`config.mk`:
```
export PLATFORM = sky130hd
export DESIGN_NAME = systolic_mac_array_flat
export DESIGN_NICKNAME = d
export VERILOG_FILES = /design/src/rtl/systolic_mac_array_if.sv /design/src/rtl/systolic_mac_array.sv /design/src/flat_wrapper.sv
export SDC_FILE = /design/constraint.sdc
export NUM_CORES = 1
export LEC_CHECK = 0
export BUFFER_PORTS_ARGS = -buffer_cell sky130_fd_sc_hd__buf_2
export CELL_PAD_IN_SITES_DETAIL_PLACEMENT = 0
export CELL_PAD_IN_SITES_GLOBAL_PLACEMENT = 2
export CORE_ASPECT_RATIO = 2
export CORE_UTILIZATION = 25
export DETAILED_ROUTE_END_ITERATION = 10
export PLACE_DENSITY_LB_ADDON = 0.1
export SLEW_MARGIN = 15
export SYNTH_ARGS = -nofsm -noshare
export SYNTH_HDL_FRONTEND = slang
export SYNTH_SLANG_ARGS = --single-unit
```
`constraint.sdc`:
```
create_clock -name clk -period 4.1 [get_ports clk]
set_input_delay 0.205 -clock clk [delete_from_list [all_inputs] [get_ports clk]]
set_output_delay 0.205 -clock clk [all_outputs]
set_load 0.05 [all_outputs]
```
`src/rtl/systolic_mac_array_if.sv`:
```
// systolic_mac_array_if
//   Bundles the job-input stream, the result-row readout stream and the
//   status/debug outputs of systolic_mac_array.
//
//   Handshake rule for both streams: a transfer happens on a rising clock edge
//   where valid and ready are both high. The source holds its payload steady
//   while valid is high and ready is low. The sink may raise or lower ready
//   freely.
//
//   Signals (direction seen from the engine, modport slave):
//     mode      in  [1:0]     reduction (00 OR, 01 XOR, 10 ADD, 11 OR), first beat only
//     in_valid  in            a_col/b_row/in_last valid
//     in_ready  out           input beat accepted when in_valid & in_ready
//     a_col     in  [N-1:0]   column k of A, bit i = row i
//     b_row     in  [N-1:0]   row k of B, bit j = column j
//     in_last   in            final beat of the job
//     out_valid out           out_data holds a result row
//     out_ready in            row consumed when out_valid & out_ready
//     out_data  out [N*ACC_W-1:0] C[r][j] at bits [j*ACC_W +: ACC_W]
//     out_last  out           high together with row N-1
//     busy      out           job in progress (LOAD, DRAIN, READ)
//     sat       out           sticky ADD saturation flag for the current job
//     dbg_state out [1:0]     FSM state (0 IDLE, 1 LOAD, 2 DRAIN, 3 READ)
interface systolic_mac_array_if #(
  parameter int N     = 4,
  parameter int ACC_W = 4
);
  logic [1:0]         mode;
  logic               in_valid;
  logic               in_ready;
  logic [N-1:0]       a_col;
  logic [N-1:0]       b_row;
  logic               in_last;
  logic               out_valid;
  logic               out_ready;
  logic [N*ACC_W-1:0] out_data;
  logic               out_last;
  logic               busy;
  logic               sat;
  logic [1:0]         dbg_state;

  modport master (
    output mode, in_valid, a_col, b_row, in_last, out_ready,
    input  in_ready, out_valid, out_data, out_last, busy, sat, dbg_state
  );

  modport slave (
    input  mode, in_valid, a_col, b_row, in_last, out_ready,
    output in_ready, out_valid, out_data, out_last, busy, sat, dbg_state
  );
endinterface

```
`src/rtl/systolic_mac_array.sv`:
```
// systolic_mac_array
//   N x N systolic bit-matrix multiply/accumulate engine. A job is a stream of
//   K beats (a_k, b_k). Each cell (i,j) reduces the product bits a_k[i] & b_k[j]
//   over k with OR, XOR or saturating ADD into an ACC_W-bit accumulator. The
//   result is then read out one row per handshake.
//
//   Ports:
//     clk    rising-edge clock
//     reset  synchronous, active-high
//     bus    systolic_mac_array_if.slave (streams, status, debug state)
//
//   Dataflow: the a bits travel right along each row and the b bits travel
//   down each column. Row i's a bit is pre-delayed by i stages and column j's
//   b bit by j stages, so cell (i,j) sees beat k exactly i+j steps after the
//   beat is accepted. The array advances only on an accepted beat or during
//   DRAIN. Input bubbles therefore never shift the skew.
module systolic_mac_array #(
  parameter int N     = 4,
  parameter int ACC_W = 4
) (
  input  logic                  clk,
  input  logic                  reset,
  systolic_mac_array_if.slave   bus
);

  localparam int CW = $clog2(2 * N);
  localparam int RW = $clog2(N);
  localparam logic [CW-1:0] DRAIN_LAST = CW'(2 * N - 1);
  localparam logic [RW-1:0] ROW_LAST   = RW'(N - 1);

  localparam logic [1:0] M_OR  = 2'b00;
  localparam logic [1:0] M_XOR = 2'b01;
  localparam logic [1:0] M_ADD = 2'b10;

  typedef enum logic [1:0] {
    S_IDLE  = 2'd0,
    S_LOAD  = 2'd1,
    S_DRAIN = 2'd2,
    S_READ  = 2'd3
  } state_t;

  state_t        state_q;
  logic          in_ready_q;
  logic          out_valid_q;
  logic          out_last_q;
  logic          busy_q;
  logic          sat_q;
  logic [CW-1:0] cnt_q;
  logic [RW-1:0] row_q;
  logic [1:0]    mode_q;

  logic          accept;
  logic          first_beat;
  logic          step;
  logic [1:0]    mode_in;
  logic [1:0]    eff_mode;
  logic [N-1:0]  inj_a;
  logic [N-1:0]  inj_b;
  logic          sat_any;

  // Per-cell operands, flattened as index i*N+j.
  logic [N*N-1:0]       a_w;
  logic [N*N-1:0]       b_w;
  logic [N*N-1:0]       v_w;
  logic [N*N-1:0]       hit_w;
  logic [N*N*ACC_W-1:0] acc_w;
  logic [N*ACC_W-1:0]   row_data;

  assign accept     = bus.in_valid & in_ready_q;
  assign first_beat = accept & (state_q == S_IDLE);
  assign step       = accept | (state_q == S_DRAIN);
  assign mode_in    = (bus.mode == 2'b11) ? M_OR : bus.mode;
  // The first beat is reduced with the mode on the bus, before mode_q is loaded.
  assign eff_mode   = first_beat ? mode_in : mode_q;
  // During DRAIN, zeros with valid low are pushed in to flush the skew.
  assign inj_a      = accept ? bus.a_col : '0;
  assign inj_b      = accept ? bus.b_row : '0;
  assign sat_any    = |hit_w;

  // Row skew: row i's a bit and beat-valid are delayed by i steps.
  for (genvar i = 0; i < N; i++) begin : g_askew
    if (i == 0) begin : g_direct
      assign a_w[0] = inj_a[0];
      assign v_w[0] = accept;
    end else begin : g_shift
      logic [i-1:0] sa_q;
      logic [i-1:0] sv_q;
      always_ff @(posedge clk) begin
        if (reset) begin
          sa_q <= '0;
          sv_q <= '0;
        end else if (step) begin
          sa_q[0] <= inj_a[i];
          sv_q[0] <= accept;
          for (int d = 1; d < i; d++) begin
            sa_q[d] <= sa_q[d-1];
            sv_q[d] <= sv_q[d-1];
          end
        end
      end
      assign a_w[i*N] = sa_q[i-1];
      assign v_w[i*N] = sv_q[i-1];
    end
  end

  // Column skew: column j's b bit is delayed by j steps.
  for (genvar j = 0; j < N; j++) begin : g_bskew
    if (j == 0) begin : g_direct
      assign b_w[0] = inj_b[0];
    end else begin : g_shift
      logic [j-1:0] sb_q;
      always_ff @(posedge clk) begin
        if (reset) begin
          sb_q <= '0;
        end else if (step) begin
          sb_q[0] <= inj_b[j];
          for (int d = 1; d < j; d++) begin
            sb_q[d] <= sb_q[d-1];
          end
        end
      end
      assign b_w[j] = sb_q[j-1];
    end
  end

  // Cell array.
  for (genvar i = 0; i < N; i++) begin : g_row
    for (genvar j = 0; j < N; j++) begin : g_col
      localparam int C = i * N + j;
      logic [ACC_W-1:0] acc_q;
      logic [ACC_W-1:0] acc_d;
      logic [ACC_W-1:0] base;
      logic             p;
      logic             hit;

      always_comb begin
        // On the first beat the pipeline has already flushed, so only
        // cell (0,0) can see a product. Every cell restarts from zero.
        base  = first_beat ? '0 : acc_q;
        p     = v_w[C] & a_w[C] & b_w[C];
        acc_d = base;
        hit   = 1'b0;
        case (eff_mode)
          M_XOR:   acc_d[0] = base[0] ^ p;
          M_ADD: begin
            if (p) begin
              if (&base) hit = 1'b1;
              else       acc_d = base + ACC_W'(1);
            end
          end
          default: acc_d[0] = base[0] | p;
        endcase
      end

      always_ff @(posedge clk) begin
        if (reset)     acc_q <= '0;
        else if (step) acc_q <= acc_d;
      end

      assign hit_w[C]                  = hit & step;
      assign acc_w[C*ACC_W +: ACC_W]   = acc_q;

      if (j < N - 1) begin : g_fwd_a
        logic a_fw_q;
        logic v_fw_q;
        always_ff @(posedge clk) begin
          if (reset) begin
            a_fw_q <= 1'b0;
            v_fw_q <= 1'b0;
          end else if (step) begin
            a_fw_q <= a_w[C];
            v_fw_q <= v_w[C];
          end
        end
        assign a_w[C+1] = a_fw_q;
        assign v_w[C+1] = v_fw_q;
      end

      if (i < N - 1) begin : g_fwd_b
        logic b_fw_q;
        always_ff @(posedge clk) begin
          if (reset)     b_fw_q <= 1'b0;
          else if (step) b_fw_q <= b_w[C];
        end
        assign b_w[C+N] = b_fw_q;
      end
    end
  end

  // Control FSM with registered handshake and status outputs.
  always_ff @(posedge clk) begin
    if (reset) begin
      state_q     <= S_IDLE;
      in_ready_q  <= 1'b1;
      out_valid_q <= 1'b0;
      out_last_q  <= 1'b0;
      busy_q      <= 1'b0;
      cnt_q       <= '0;
      row_q       <= '0;
      mode_q      <= M_OR;
    end else begin
      case (state_q)
        S_IDLE: begin
          if (accept) begin
            mode_q <= mode_in;
            busy_q <= 1'b1;
            cnt_q  <= '0;
            if (bus.in_last) begin
              state_q    <= S_DRAIN;
              in_ready_q <= 1'b0;
            end else begin
              state_q    <= S_LOAD;
            end
          end
        end
        S_LOAD: begin
          if (accept && bus.in_last) begin
            state_q    <= S_DRAIN;
            in_ready_q <= 1'b0;
            cnt_q      <= '0;
          end
        end
        S_DRAIN: begin
          // The final beat reaches cell (N-1,N-1) 2N-2 steps after acceptance.
          // The counter leaves margin so every cell has settled before readout.
          if (cnt_q == DRAIN_LAST) begin
            state_q     <= S_READ;
            out_valid_q <= 1'b1;
            out_last_q  <= 1'b0;
            row_q       <= '0;
          end else begin
            cnt_q <= cnt_q + CW'(1);
          end
        end
        S_READ: begin
          if (bus.out_ready) begin
            if (row_q == ROW_LAST) begin
              state_q     <= S_IDLE;
              out_valid_q <= 1'b0;
              out_last_q  <= 1'b0;
              in_ready_q  <= 1'b1;
              busy_q      <= 1'b0;
              row_q       <= '0;
            end else begin
              row_q      <= row_q + RW'(1);
              out_last_q <= ((row_q + RW'(1)) == ROW_LAST);
            end
          end
        end
        default: state_q <= S_IDLE;
      endcase
    end
  end

  // Sticky saturation: restarted by the first beat, then accumulates hits.
  always_ff @(posedge clk) begin
    if (reset)           sat_q <= 1'b0;
    else if (first_beat) sat_q <= sat_any;
    else if (step)       sat_q <= sat_q | sat_any;
  end

  always_comb begin
    row_data = '0;
    if (out_valid_q) begin
      for (int j = 0; j < N; j++) begin
        row_data[j*ACC_W +: ACC_W] = acc_w[(int'(row_q) * N + j) * ACC_W +: ACC_W];
      end
    end
  end

  assign bus.in_ready  = in_ready_q;
  assign bus.out_valid = out_valid_q;
  assign bus.out_last  = out_last_q;
  assign bus.out_data  = row_data;
  assign bus.busy      = busy_q;
  assign bus.sat       = sat_q;
  assign bus.dbg_state = state_q;

endmodule

```
`src/flat_wrapper.sv`:
```
// flat-port wrapper written by rule: the top's interface ports become plain ports
module systolic_mac_array_flat 
#(
  parameter int N     = 4,
  parameter int ACC_W = 4
)
  (clk, reset, bus_mode, bus_in_valid, bus_a_col, bus_b_row, bus_in_last, bus_out_ready, bus_in_ready, bus_out_valid, bus_out_data, bus_out_last, bus_busy, bus_sat, bus_dbg_state);
  systolic_mac_array_if #(.N(N), .ACC_W(ACC_W)) bus_i ();
  input  logic clk;
  input  logic reset;
  input wire logic [$bits(bus_i.mode)-1:0] bus_mode;
  input wire logic [$bits(bus_i.in_valid)-1:0] bus_in_valid;
  input wire logic [$bits(bus_i.a_col)-1:0] bus_a_col;
  input wire logic [$bits(bus_i.b_row)-1:0] bus_b_row;
  input wire logic [$bits(bus_i.in_last)-1:0] bus_in_last;
  input wire logic [$bits(bus_i.out_ready)-1:0] bus_out_ready;
  output wire logic [$bits(bus_i.in_ready)-1:0] bus_in_ready;
  output wire logic [$bits(bus_i.out_valid)-1:0] bus_out_valid;
  output wire logic [$bits(bus_i.out_data)-1:0] bus_out_data;
  output wire logic [$bits(bus_i.out_last)-1:0] bus_out_last;
  output wire logic [$bits(bus_i.busy)-1:0] bus_busy;
  output wire logic [$bits(bus_i.sat)-1:0] bus_sat;
  output wire logic [$bits(bus_i.dbg_state)-1:0] bus_dbg_state;
  assign bus_i.mode = bus_mode;
  assign bus_i.in_valid = bus_in_valid;
  assign bus_i.a_col = bus_a_col;
  assign bus_i.b_row = bus_b_row;
  assign bus_i.in_last = bus_in_last;
  assign bus_i.out_ready = bus_out_ready;
  assign bus_in_ready = bus_i.in_ready;
  assign bus_out_valid = bus_i.out_valid;
  assign bus_out_data = bus_i.out_data;
  assign bus_out_last = bus_i.out_last;
  assign bus_busy = bus_i.busy;
  assign bus_sat = bus_i.sat;
  assign bus_dbg_state = bus_i.dbg_state;
  systolic_mac_array #(.N(N), .ACC_W(ACC_W)) u_core (.clk(clk), .reset(reset), .bus(bus_i));
endmodule
```
==> results of run 1 <==
## state kept, by name (all words and copies together) (netlist names)
name                               count
u_core.g_row.g_col.acc_q              64
u_core.g_row.g_col.g_fwd_a.a_fw_q     12
u_core.g_row.g_col.g_fwd_b.b_fw_q     12
u_core.g_askew.g_shift.sa_q            6
u_core.g_bskew.g_shift.sb_q            6
u_core.g_row.g_col.g_fwd_a.v_fw_q      4
u_core.cnt_q                           3
u_core.bus.dbg_state                   2
u_core.g_askew.g_shift.sv_q            2
u_core.mode_q                          2
u_core.row_q                           2
u_core.bus.busy                        1
u_core.bus.in_ready                    1
u_core.bus.out_last                    1
u_core.bus.out_valid                   1
u_core.bus.sat                         1
## power by group through the flow
| stage | combinational (mW) | sequential (mW) | clock, mW |
|---|---|---|---|
| after global routing | 1.73 | 1.39 | 1.95 |
| after global placement | 1.60 | 1.40 | 0 |
| final | 1.57 | 1.37 | 1.85 |
| after detailed placement | 1.59 | 1.40 | 0 |
| after CTS | 1.60 | 1.38 | 1.90 |
| after floorplan | 1.02 | 1.41 | 0 |
## stage by stage
step	total power, mW	cells	util
5_1_grt	5.07	1331	0.300
2_1_floorplan	2.44	944	-
4_1_cts	4.87	1331	0.300
6_report	4.79	1331	0.300
3_5_place_dp	2.99	1293	0.273
3_3_place_gp	3.01	1293	0.273
## cell usage after synthesis, types with 10 or more instances
cell type and instances:
buf_2 29, mux4_2 16, and2_1 35, nand4_1 24
a221oi_1 16, a21oi_1 141, nor3_1 29, o21ai_0 42
nand2_1 132, clkbuf_1 32, ha_1 42, dfxtp_1 120
a31oi_1 10, nor2_1 45, a41oi_1 13, inv_1 44
nand3_1 50, and3_1 12
## worst reg2reg max path, delay by kind of cell (launching register included)
family	cells	cell delay, ns
buf+inv	4	0.79
compound gates	4	1.04
fa+ha+maj	2	0.72
simple gates	1	0.13
flops	1	0.39
## logic make-up (layout without fill, tap and decap cells)
kind of cell | after synthesis | count (layout) | share of synthesized area
fa+ha+maj | 42 | 42 | 0.0711
flops | 120 | 120 | 0.325
xor+xnor | 12 | 12 | 0.0142
compound gates | 275 | 275 | 0.227
mux | 29 | 29 | 0.0676
buf+inv | 113 | 140 | 0.0650
simple gates | 353 | 353 | 0.229
## cell type report
type                            count  area share
Multi-Input combinational cell    711       0.521
Sequential cell                   120       0.277
Clock buffer                       20      0.0527
Tap cell                          360      0.0519
Timing Repair Buffer               64      0.0501
Clock inverter                     12      0.0283
Inverter                           44      0.0190
## layer usage
| layer | global-route usage | vias to the layer above |
|---|---|---|
| met5 | 0 | - |
| met4 | 0.0992 | 0 |
| met3 | 0.0346 | 43 |
| met2 | 0.370 | 117 |
| met1 | 0.207 | 3489 |
| li1 | - | 3470 |
## timing repair
item | CTS | global route
hold buffers | 6 | 0
hold endpoints to repair | 6 | 0
setup endpoints to repair | 0 | 0
## worst paths after layout
path | startpoint | end | slack (ns)
setup / recovery | u_core.bus.dbg_state[0] | u_core.g_row[3].g_col[3].acc_q[1] | 0.95
setup reg to reg | u_core.bus.dbg_state[0] | u_core.g_row[3].g_col[3].acc_q[1] | 0.95
hold reg to reg | u_core.g_row[3].g_col[2].g_fwd_a.v_fw_q | u_core.g_row[3].g_col[2].g_fwd_a.v_fw_q | 0.45
hold / removal | bus_b_row[0] | u_core.g_row[0].g_col[0].g_fwd_b.b_fw_q | 0.03
==> impl_metrics.yaml, run 1 <==
global_route:
  grt_pass1_vias: 7187
  antenna_found_initial: 0
  grt_usage: 0.199
  grt_overflow: 0
  grt_pass1_wl_um: 43600
  grt_max_degree: 84
floorplanning:
  floorplan.rows: 88
  dieWidth_um: 124
  initial_core_util: 0.255
  core_um2: 29000
  die_h_um: 245
  die_area_um2: 30300
  io_pins: 38
pwr:
  internal_power_mw: 2.94
  power.density_nw_per_um2: 552
  seq_power_share: 0.287
  p_switching_mw: 1.85
  clockPowerShare: 0.386
  p_sw_frac: 0.386
  ir_drop_mv: 0.328
  p_leak_nw: 3.13
  combinationalPowerShare: 0.327
cells_and_area:
  layout-drive-gt1-share: 0.125
  fill_cells: 3147
  final_cell_mix: "a21oi_1, nand2_1, dfxtp_1"
  area_growth_pct: 17.4
  final_cell_area_um2: 8670
  regArea_um2: 2400
  multi_input_area_um2: 4520
  antenna_cells: 0
  layout_commonest_cell: "a21oi_1"
  layout.nets: 1015
routing:
  wl_met2_um: 15700
  dr.pass1.iters: 4
  num_vias: 7119
  wl_met1_um: 10800
  drt_iter0_drc: 382
  dr.max_layer_used: "met4"
  drc_errors: 0
  via_per_inst: 5.35
  wl_per_cell_um: 21.3
  met3WireLength_um: 706
  routed_wl_um: 28300
  ant_nets: 0
critical_path:
  critPathBufInv: 4
  required_ns: 4.46
  cpLargestDelayFamily: "compound AO/OA/AOI/OAI gates"
  critPathMaxFanout: 16
  endpoint_kind: "flip-flop"
  cp.arrival_ns: 3.50
  cp_slowest_stage_delay_ns: 0.49
  crit_path_top_delay_cell: "o21ai_0"
  cp.depth: 11
  crit_path_frequent_cell: "inv_1"
  r2r_cells: 11
  crit_chain: "inv_1 -> ha_1 -> nand3_4 -> buf_4 -> a21oi_1 -> inv_1 -> ha_1 -> inv_1 -> o21ai_0 -> o21ai_0 -> a211oi_1"
  crit_path_start_kind: "flip-flop"
  setup.worst_path.class: "flip-flop to flip-flop"
yosys:
  synth_cell_types: 60
  synth.cell_area_um2: 7390
  synth-edff-count: 0
  ys_seq_area_frac: 0.325
  ys.flop_type: "dfxtp_1"
  yosysTopAreaCell: "dfxtp_1"
  synthArstFlopShare: 0
  yosysTopAreaCellShare: 0.325
  synth_area_per_cell_um2: 7.83
  synth_nets: 1001
  ys_top_cells_by_area: "dfxtp_1, a21oi_1, ha_1"
  postSynthCellCount: 944
  yosysWarnings: 0
  ys_ff_latch: 120
clock_network:
  h-tree-depth: 4
  cts_made_buffers: 17
  cts-root-buf: "clkbuf_16"
  clock-sinks: 120
  cts.clk_slew.worst_paths_ns: 0.06
  post-cts-setup-buffer-count: 0
  clk_path_buf_depth: 2
  cts_resized: 0
  clk_latency_ns: 0.44
  cts_tree: "yes"
run:
  maxCapViolCount: 0
sta:
  rsz0062_at_grt: "false"
  worst_pin_slew_ns: 0.868
  holdWs_ns: 0.0346
  slew_headroom: 0.421
  hold_violations: 0
  worst_slack_ns: 0.953
  period_minus_slack_ns: 3.15
  setup-violations-final: 0
  fin_skew_ns: 0.00987
  clock.fmax_mhz: 318
  tns_ns: 0
  finalMaxSlewViolations: 0
  fin_crit_sh: 0.768
min_path:
  holdPathStages: 3
  holdCritPathClass: "input pin to flip-flop"
placement:
  numPortBuffers: 37
  place_ws_ns: 0.935
  place_area_um2: 7910
  hpwlAfterDp_um: 19800
  gp_congestion: 0.732
status:
  status: "complete, no violations"
Power figures use the tool's default switching activity.
==> run 2: changes to the inputs <==
- ABC_AREA: not set -> 1
- clock period: 4.1 -> 3.1 ns (I/O delays scaled with it)
==> run 2 against run 1 <==
Against the previous run:
- the run now ends with design-rule violations left
- combinational power grew 120%
- first-iteration DRC count shrank 4.2%
- maximum frequency grew 17%
- critical path depth grew 6
- sequential share of layout area shrank 0.76 points
- sequential power grew 91%
- count of clock-buffer cells in the layout shrank 1
- synthesized cell count grew 27%
- cell count grew 20%
- critical endpoint is now u_core.bus.sat
- largest cell class unchanged
==> impl_metrics.yaml, run 2 <==
placement:
  hpwlAfterDp_um: 20300
  gp_congestion: 0.759
  numPortBuffers: 37
  place_ws_ns: 0.424
status:
  status: "complete, but fails checks"
  violations: "design-rule violations"
sta:
  rsz0062_at_grt: "false"
  worst_pin_slew_ns: 1.06
  hold_violations: 0
  fin_crit_sh: 0.865
  setup-violations-final: 0
  period_minus_slack_ns: 2.68
  finalMaxSlewViolations: 0
  worst_slack_ns: 0.419
  tns_ns: 0
  slew_headroom: 0.294
  fin_skew_ns: 0.00929
  clock.fmax_mhz: 373
clock_network:
  cts_made_buffers: 17
  cts_hold_buffers: 8
  clk_path_buf_depth: 2
  cts-root-buf: "clkbuf_16"
  clk_latency_ns: 0.44
  cts_resized: 0
  cts_tree: "yes"
  h-tree-depth: 4
  clock-sinks: 120
  cts.clk_slew.worst_paths_ns: 0.06
  post-cts-setup-buffer-count: 0
critical_path:
  endpoint_kind: "flip-flop"
  r2r_cells: 17
  crit_path_frequent_cell: "nand2_1"
  crit_path_start_kind: "flip-flop"
  setup.worst_path.class: "flip-flop to flip-flop"
  cp.arrival_ns: 3.04
  crit_path_top_delay_cell: "dfxtp_1"
  critPathMaxFanout: 29
  crit_chain: "inv_1 -> ha_1 -> nand3_4 -> buf_12 -> buf_12 -> nand2_1 -> inv_1 -> ha_1 -> nand2_1 -> nand3b_1 -> nor2_1 -> nor2_1 -> nand2_1 -> nor2_1 -> nand2_1 -> nand2_1 -> a21oi_1"
  cp_slowest_stage_delay_ns: 0.40
  required_ns: 3.46
routing:
  num_vias: 7749
  ant_nets: 0
  via_per_inst: 4.84
  drt_iter0_drc: 366
  drc_errors: 3
  routed_wl_um: 28300
  wl_per_cell_um: 17.7
  dr.pass1.iters: 8
yosys:
  synth_nets: 1252
  synth_xor_area_frac: 0.0103
  synth.cell_area_um2: 7620
  synth_area_per_cell_um2: 6.38
  synthAdderAreaFrac: 0.0690
  yosysTopAreaCellShare: 0.315
  ys_seq_area_frac: 0.315
  synthArstFlopShare: 0
  synth_top_family_by_area: "simple AND/OR/NAND/NOR gates"
  synth_compound_area_frac: 0.233
  synth-simple-area-share: 0.274
  yosysTopAreaCell: "dfxtp_1"
  ys.flop_type: "dfxtp_1"
  postSynthCellCount: 1195
  ys_top_cells_by_area: "dfxtp_1, nand2_1, o21ai_0"
  synthMuxAreaShare: 0
  ys_ff_latch: 120
  yosysWarnings: 0
  synth-edff-count: 0
  synth_cell_types: 36
  yosysMostFrequentCell: "nand2_1"
  synth_common_cells: "nand2_1, nor2_1, o21ai_0, a21oi_1, dfxtp_1"
cells_and_area:
  largest_reg_flops: 64
  antenna_cells: 0
  final_cell_mix: "nand2_1, nor2_1, o21ai_0"
  layout.nets: 1276
  layout-drive-gt1-share: 0.0893
  largest_register: "u_core.g_row.g_col.acc_q"
  layout_commonest_cell: "nand2_1"
  top_regs: "u_core.g_row.g_col.acc_q (64), u_core.g_row.g_col.g_fwd_a.a_fw_q (12), u_core.g_row.g_col.g_fwd_b.b_fw_q (12)"
  area_growth_pct: 17.0
floorplanning:
  core_um2: 30100
  dieWidth_um: 125
  initial_core_util: 0.253
  io_pins: 38
  die_h_um: 249
  die_area_um2: 31200
  floorplan.rows: 90
run:
  maxCapViolCount: 0
pwr:
  p_leak_nw: 4.10
  ir_drop_mv: 0.456
  total_power_mw: 8.11
  power.density_nw_per_um2: 910
min_path:
  holdCritPathClass: "input pin to flip-flop"
  holdPathStages: 4
global_route:
  grt_usage: 0.186
  grt_pass1_vias: 7696
  antenna_found_initial: 0
  grt_overflow: 0
  grt_pass1_wl_um: 43800
  grt_max_degree: 78
-- run 2: changes by cell type in the layout (fill, tap and decap cells not counted), sizes merged, moves of 16 or more --
cell,before,now
o21ai,42,166
mux4,16,0
nor2,47,189
nor3,29,1
a221oi,16,0
and2,35,0
inv,44,116
nand2,132,234
-- run 2: layout make-up --
cell class                      instances  area, um^2
Timing Repair Buffer                   71         561
Clock inverter                         13         129
Fill cell                            3401       21100
Inverter                              116         438
Tap cell                              368         460
Multi-Input combinational cell        893        4470
Clock buffer                           19         453
Sequential cell                       120        2400
-- run 2: cell families (layout without fill, tap and decap cells) --
kind of cell,after synthesis,after routing
simple gates,509,509
xor+xnor,9,9
fa+ha+maj,42,42
flops,120,120
buf+inv,182,219
compound gates,333,333
-- run 2: path summary, 6_finish.rpt --
check	end	startpoint	slack [ns]
setup / recovery	u_core.bus.sat	u_core.bus.dbg_state[0]	0.42
hold / removal	u_core.bus.dbg_state[0]	bus_in_last	0.06
setup reg to reg	u_core.bus.sat	u_core.bus.dbg_state[0]	0.42
hold reg to reg	u_core.bus.busy	u_core.bus.busy	0.45
-- run 2: power by group --
group | total (mW) | leakage, nW | internal [mW] | switching, mW
clock network | 2.01 | 0.280 | 1.22 | 0.792
logic | 3.49 | 2.83 | 1.13 | 2.37
registers | 2.61 | 0.990 | 2.06 | 0.549
-- run 2: per-layer routing --
layer	routed length, um	GRT usage	vias up
met5	0	0	-
met4	671	0.0746	0
met3	620	0.0256	31
met2	15700	0.368	106
met1	11200	0.191	3597
li1	-	-	4015
-- run 2: worst max-delay path, delay by kind of cell, from the launching register on --
kind                       cells  cell delay [ns]
AOI/OAI and AO/OA              1             0.11
adders and majority gates      2             0.49
buffers and inverters          4             0.56
DFF                            1             0.40
and+or+nand+nor               10             1.04
-- run 2: per-stage QoR --
| stage | instance area (um^2) | cells | hold WS, ns | utilization |
|---|---|---|---|---|
| 6_report | 8920 | 1600 | 0.0628 | 0.297 |
| 2_1_floorplan | 7620 | 1195 | 0.233 | - |
| 5_1_grt | 8920 | 1600 | 0.0530 | 0.297 |
| 4_1_cts | 8920 | 1600 | 0.0268 | 0.297 |
| 3_3_place_gp | 8260 | 1560 | 0.409 | 0.275 |
| 3_5_place_dp | 8260 | 1560 | 0.417 | 0.275 |
